[config.mk]
export PLATFORM = sky130hd
export DESIGN_NAME = imem_loader
export DESIGN_NICKNAME = d
export VERILOG_FILES = /design/src/rtl/imem_loader.sv
export SDC_FILE = /design/constraint.sdc
export NUM_CORES = 1
export LEC_CHECK = 0
export BUFFER_PORTS_ARGS = -buffer_cell sky130_fd_sc_hd__clkbuf_2
export CORE_MARGIN = 3
export CORE_UTILIZATION = 54
export DETAILED_ROUTE_END_ITERATION = 10
export GPL_TIMING_DRIVEN = 0
export PLACE_DENSITY = 0.79
export SYNTH_ARGS = -nofsm -noshare
export SYNTH_HDL_FRONTEND = slang
export SYNTH_SLANG_ARGS = --single-unit
[constraint.sdc]
create_clock -name clk -period 3.2 [get_ports clk]
set_clock_uncertainty 0.05 [all_clocks]
set_input_delay 0.16 -clock clk [delete_from_list [all_inputs] [get_ports clk]]
set_output_delay 0.16 -clock clk [all_outputs]
set_load 0.02 [all_outputs]
[src/rtl/imem_loader.sv]
// imem_loader: turns a little-endian program byte stream into 32-bit
// instruction-memory word writes. The core is held in reset (cpu_rst) until a
// complete program has been written.
module imem_loader #(
  parameter int ADDR_W = 8
) (
  input  logic              clk,
  input  logic              rst,
  input  logic              start,
  input  logic [ADDR_W:0]   num_words,
  input  logic [7:0]        byte_in,
  input  logic              byte_valid,
  output logic              byte_ready,
  output logic              we,
  output logic [31:0]       waddr,
  output logic [31:0]       wdata,
  output logic              busy,
  output logic              done,
  output logic              err,
  output logic              cpu_rst
);

  typedef enum logic [1:0] {IDLE, RECV, WRITE, DONE} state_t;

  // Largest legal word count: the whole memory.
  localparam logic [ADDR_W:0] MAX_WORDS = {1'b1, {ADDR_W{1'b0}}};

  state_t          state;
  logic [ADDR_W:0] count;
  logic [ADDR_W:0] word_idx;
  logic [1:0]      byte_cnt;
  logic [23:0]     lanes;
  logic [ADDR_W:0] idx_next;
  logic            take;

  // A word count is usable only if it is non-zero and fits in the memory.
  function automatic logic count_ok(input logic [ADDR_W:0] n);
    return (n != '0) && (n <= MAX_WORDS);
  endfunction

  // word_idx is one bit wider than an address so a full-memory count compares exactly.
  assign idx_next = word_idx + 1'b1;
  assign take     = (state == RECV) && byte_ready && byte_valid;

  // Load sequencer: all outputs are registered and updated with the state.
  always_ff @(posedge clk or posedge rst) begin
    if (rst) begin
      state      <= IDLE;
      count      <= '0;
      word_idx   <= '0;
      byte_cnt   <= '0;
      lanes      <= '0;
      byte_ready <= 1'b0;
      we         <= 1'b0;
      waddr      <= '0;
      wdata      <= '0;
      busy       <= 1'b0;
      done       <= 1'b0;
      err        <= 1'b0;
      cpu_rst    <= 1'b1;
    end else begin
      we  <= 1'b0;
      err <= 1'b0;
      case (state)
        IDLE, DONE: begin
          if (start) begin
            if (count_ok(num_words)) begin
              count      <= num_words;
              word_idx   <= '0;
              byte_cnt   <= '0;
              busy       <= 1'b1;
              done       <= 1'b0;
              cpu_rst    <= 1'b1;
              byte_ready <= 1'b1;
              state      <= RECV;
            end else begin
              err <= 1'b1;
            end
          end
        end
        RECV: begin
          if (take) begin
            byte_cnt <= byte_cnt + 2'd1;
            case (byte_cnt)
              2'd0: lanes[7:0]   <= byte_in;
              2'd1: lanes[15:8]  <= byte_in;
              2'd2: lanes[23:16] <= byte_in;
              default: begin
                // Last lane completes the word: present it on the write port next cycle.
                wdata      <= {byte_in, lanes};
                waddr      <= 32'({word_idx[ADDR_W-1:0], 2'b00});
                we         <= 1'b1;
                byte_ready <= 1'b0;
                state      <= WRITE;
              end
            endcase
          end
        end
        WRITE: begin
          word_idx <= idx_next;
          if (idx_next == count) begin
            busy    <= 1'b0;
            done    <= 1'b1;
            cpu_rst <= 1'b0;
            state   <= DONE;
          end else begin
            byte_ready <= 1'b1;
            state      <= RECV;
          end
        end
        default: state <= IDLE;
      endcase
    end
  end

endmodule

==> results_dict.tcl <==
set metrics [dict create \
    status "complete, no violations" \
    drc_markers 0 \
    die-width_microns 93.4 \
    drt_iter0_drc 115 \
    mostFrequentLayoutCells "dfrtp_1 (91), mux2_2 (74), clkbuf_2 (66)" \
    detail_route.wirelength_mm 7.78 \
    worstSetupPathType "reg2reg" \
    globalplace.congestion 0.867 \
    worst-slew-pin-transition_ps 1070 \
    grt_first_pass_wirelength_mm 12.7 \
    antenna_found_initial 0 \
    groute.usage.overall_pct 18.6 \
    power_density_nw_per_um2 748 \
    synth.top_cells.by_area "dfrtp_1 (55%), mux2_2 (20%), buf_4 (4.4%)" \
    drt-pass1-iter-count 4 \
    final_core_util_pct 67.0 \
    slew_headroom_pct 27.9 \
    clock_buffer_count_from_cts 9 \
    via_density_per_instance 5.04 \
    globalRouteOverflowTotal 0 \
    synthDominantCellAreaShare_pct 55.2 \
    post_synth_mux_area_share_pct 20.2 \
    via_count_of_the_routed_design 2600 \
    synth.cell_area_sq_um 4130 \
    p_leak_nw 2.53 \
    synth_top_family_by_area "multiplexers" \
    drive_above_1_share_pct 47.2 \
    floorplan.io_pins 91 \
    synth.avg_cell_area_sq_um 13.3 \
    core.rowCount 31 \
    start_util_pct 56.3 \
    floorplan.die.height_microns 93.4 \
    report.final.setup_viol 0 \
    compound_cell_area_share_of_the_yosys_netlist_pct 6.85 \
    grt_start_max_net_pins 72 \
    dp_cells 499 \
    cpPeakStageDelay_ps 530 \
    antennaDiodeCount 0 \
    cts.reportedPaths.clkPinSlew_ps 90 \
    synth_seq_cells 92 \
    critical_path.startpoint_type "flip-flop" \
    antenna_violating_nets_post_route 0 \
    die-area_sq_um 8730 \
    final_hold_violations 0 \
    cap_viol_max_count 0 \
    peakVddDrop_v 0.000414 \
    post_synth_xor_area_fraction_pct 2.55 \
    synth_largest_area_cell "dfrtp_1" \
    worst-path-max-fanout 10 \
    portBuffers 66 \
    hp-class "in2reg" \
    period_needed_ps 2720 \
    cts.sinks 92 \
    grt_setup_unrepaired "no" \
    syn_to_final_growth_pct 18.9 \
    final_max_slew_viol_count 0 \
    hpwlAfterDp_mm 5.65 \
    timing.critical_path.to_type "flip-flop" \
    crit_path_cell_trace "inv_1, ha_1, and3_1, clkbuf_1, nand2_1, inv_2, buf_1, mux2_2" \
    synthesis.instances 310 \
    wl_per_cell_microns 15.1 \
    clockBufferDepth 2 \
    critical_path.slowest_cell "buf_1" \
    tritoncts "done" \
    instances_no_fill 516 \
    final_nets 441 \
    cts_htree_levels 3 \
    timing.critical_path.arrival_ps 2900 \
    synth_seq_area_share_pct 55.8 \
    path_delay_family "buffers and inverters" \
    post_cts_buffers 0 \
    synth_fa_ha_area_share_pct 2.42 \
    timing.critical_path.buf_inv 4 \
    yosysWarningCount 0 \
    yosysUniqueCellTypes 44 \
    via_count_of_the_first_global_routing_pass 2620 \
    clockRootBuffer "clkbuf_8" \
    final_min_period_over_clock_period_pct 85.1 \
    synth_simple_gate_area_share_pct 6.00 \
    coreArea_sq_um 7330 \
    mostFrequentLayoutCell "dfrtp_1" \
    power_total_w 0.00367 \
    timing.fmax_mhz 367 \
    worst_skew_pair.late_latency_ps 340 \
    required_ps 3380 \
]
-- layout make-up --
type                       instances  area [sq um]
buffer                            31           211
clock buffer                      11           141
clock inverter                     5          58.8
fill                             546          2420
inverter                          11          43.8
multi-input combinational        199          1660
sequential                        92          2300
tap                               99           124
timing repair buffer              68           368
-- cells in the mapped netlist, drive strengths merged --
| master | n |
|---|---|
| dfrtp | 91 |
| mux2 | 74 |
| buf | 29 |
| nand2 | 13 |
| inv | 11 |
| o21ai | 9 |
| a21oi | 8 |
| ha | 8 |
| xnor2 | 8 |
| a31oi | 5 |
| nor2 | 5 |
| and3 | 4 |
| nor3 | 4 |
| xor2 | 4 |
| a21o | 3 |
| a22o | 3 |
| nand3 | 3 |
| nor4 | 3 |
| o31ai | 3 |
| or3 | 3 |
| a21boi | 2 |
| clkbuf | 2 |
| nand2b | 2 |
| a2111oi | 1 |
| a211o | 1 |
| a32o | 1 |
| and2 | 1 |
| and3b | 1 |
| conb | 1 |
| dfstp | 1 |
| nand4 | 1 |
| nor4b | 1 |
| o211a | 1 |
| o211ai | 1 |
| o31a | 1 |
| o32a | 1 |
-- state kept, by name (all words and copies together) (netlist names) --
register and cells:
count 9, waddr 8, cpu_rst 1, word_idx 9, state 2, byte_ready 1
wdata 32, busy 1, we 1, lanes 24, done 1, err 1
byte_cnt 2
-- logic make-up (layout without fill, tap and decap cells) --
logic type	Yosys count	in the layout
other	1	24
multiplexers	74	74
adder cells (fa/ha/maj)	8	8
buffers and inverters	42	126
AO/OA/AOI/OAI	40	40
flip-flops	92	92
AND/OR/NAND/NOR	41	41
XOR/XNOR	12	12
-- per-layer routing --
metal,share of wire [%],global-route usage [%],wire length (microns)
met1,43,23.0,3360
met2,51,32.4,3960
met3,5.0,3.94,391
met4,0.91,5.98,71
met5,0,0,0
-- final timing paths --
path / startpoint / end / slack, ps / depth (start not counted)
hold / removal: num_words[5] / count[5] / 20 / 2
setup reg to reg: state[1] / wdata[27] / 480 / 8
hold reg to reg: busy / busy / 440 / 1
setup / recovery: state[1] / wdata[27] / 480 / 8
min in group asynchronous: rst / waddr[3] / 260 / 3
max in group asynchronous: rst / wdata[8] / 2210 / 4
-- stage by stage --
step                hold slack, ps  setup slack, ps  instance area (sq um)  setup TNS, ps
finish                        17.7              478                   4910              0
global route                  7.76              242                   4910              0
CTS                           4.76              416                   4910              0
detailed placement            82.7              473                   4700              0
global placement               362             -337                   4670         -30080
floorplan                      261              600                   4220              0
-- where the power goes --
part | leakage (nW) | switching (W) | internal, W
clock | 0.0959 | 0.000396 | 0.000385
sequential | 1.20 | 0.000201 | 0.00153
combinational | 1.24 | 0.000616 | 0.000546
-- what timing repair did --
item / in CTS / in global routing
hold buffers: 1 / 0
endpoints found under the hold margin: 21 / 0
resized for setup: 0 / 0
(Power assumes the default switching activity.)
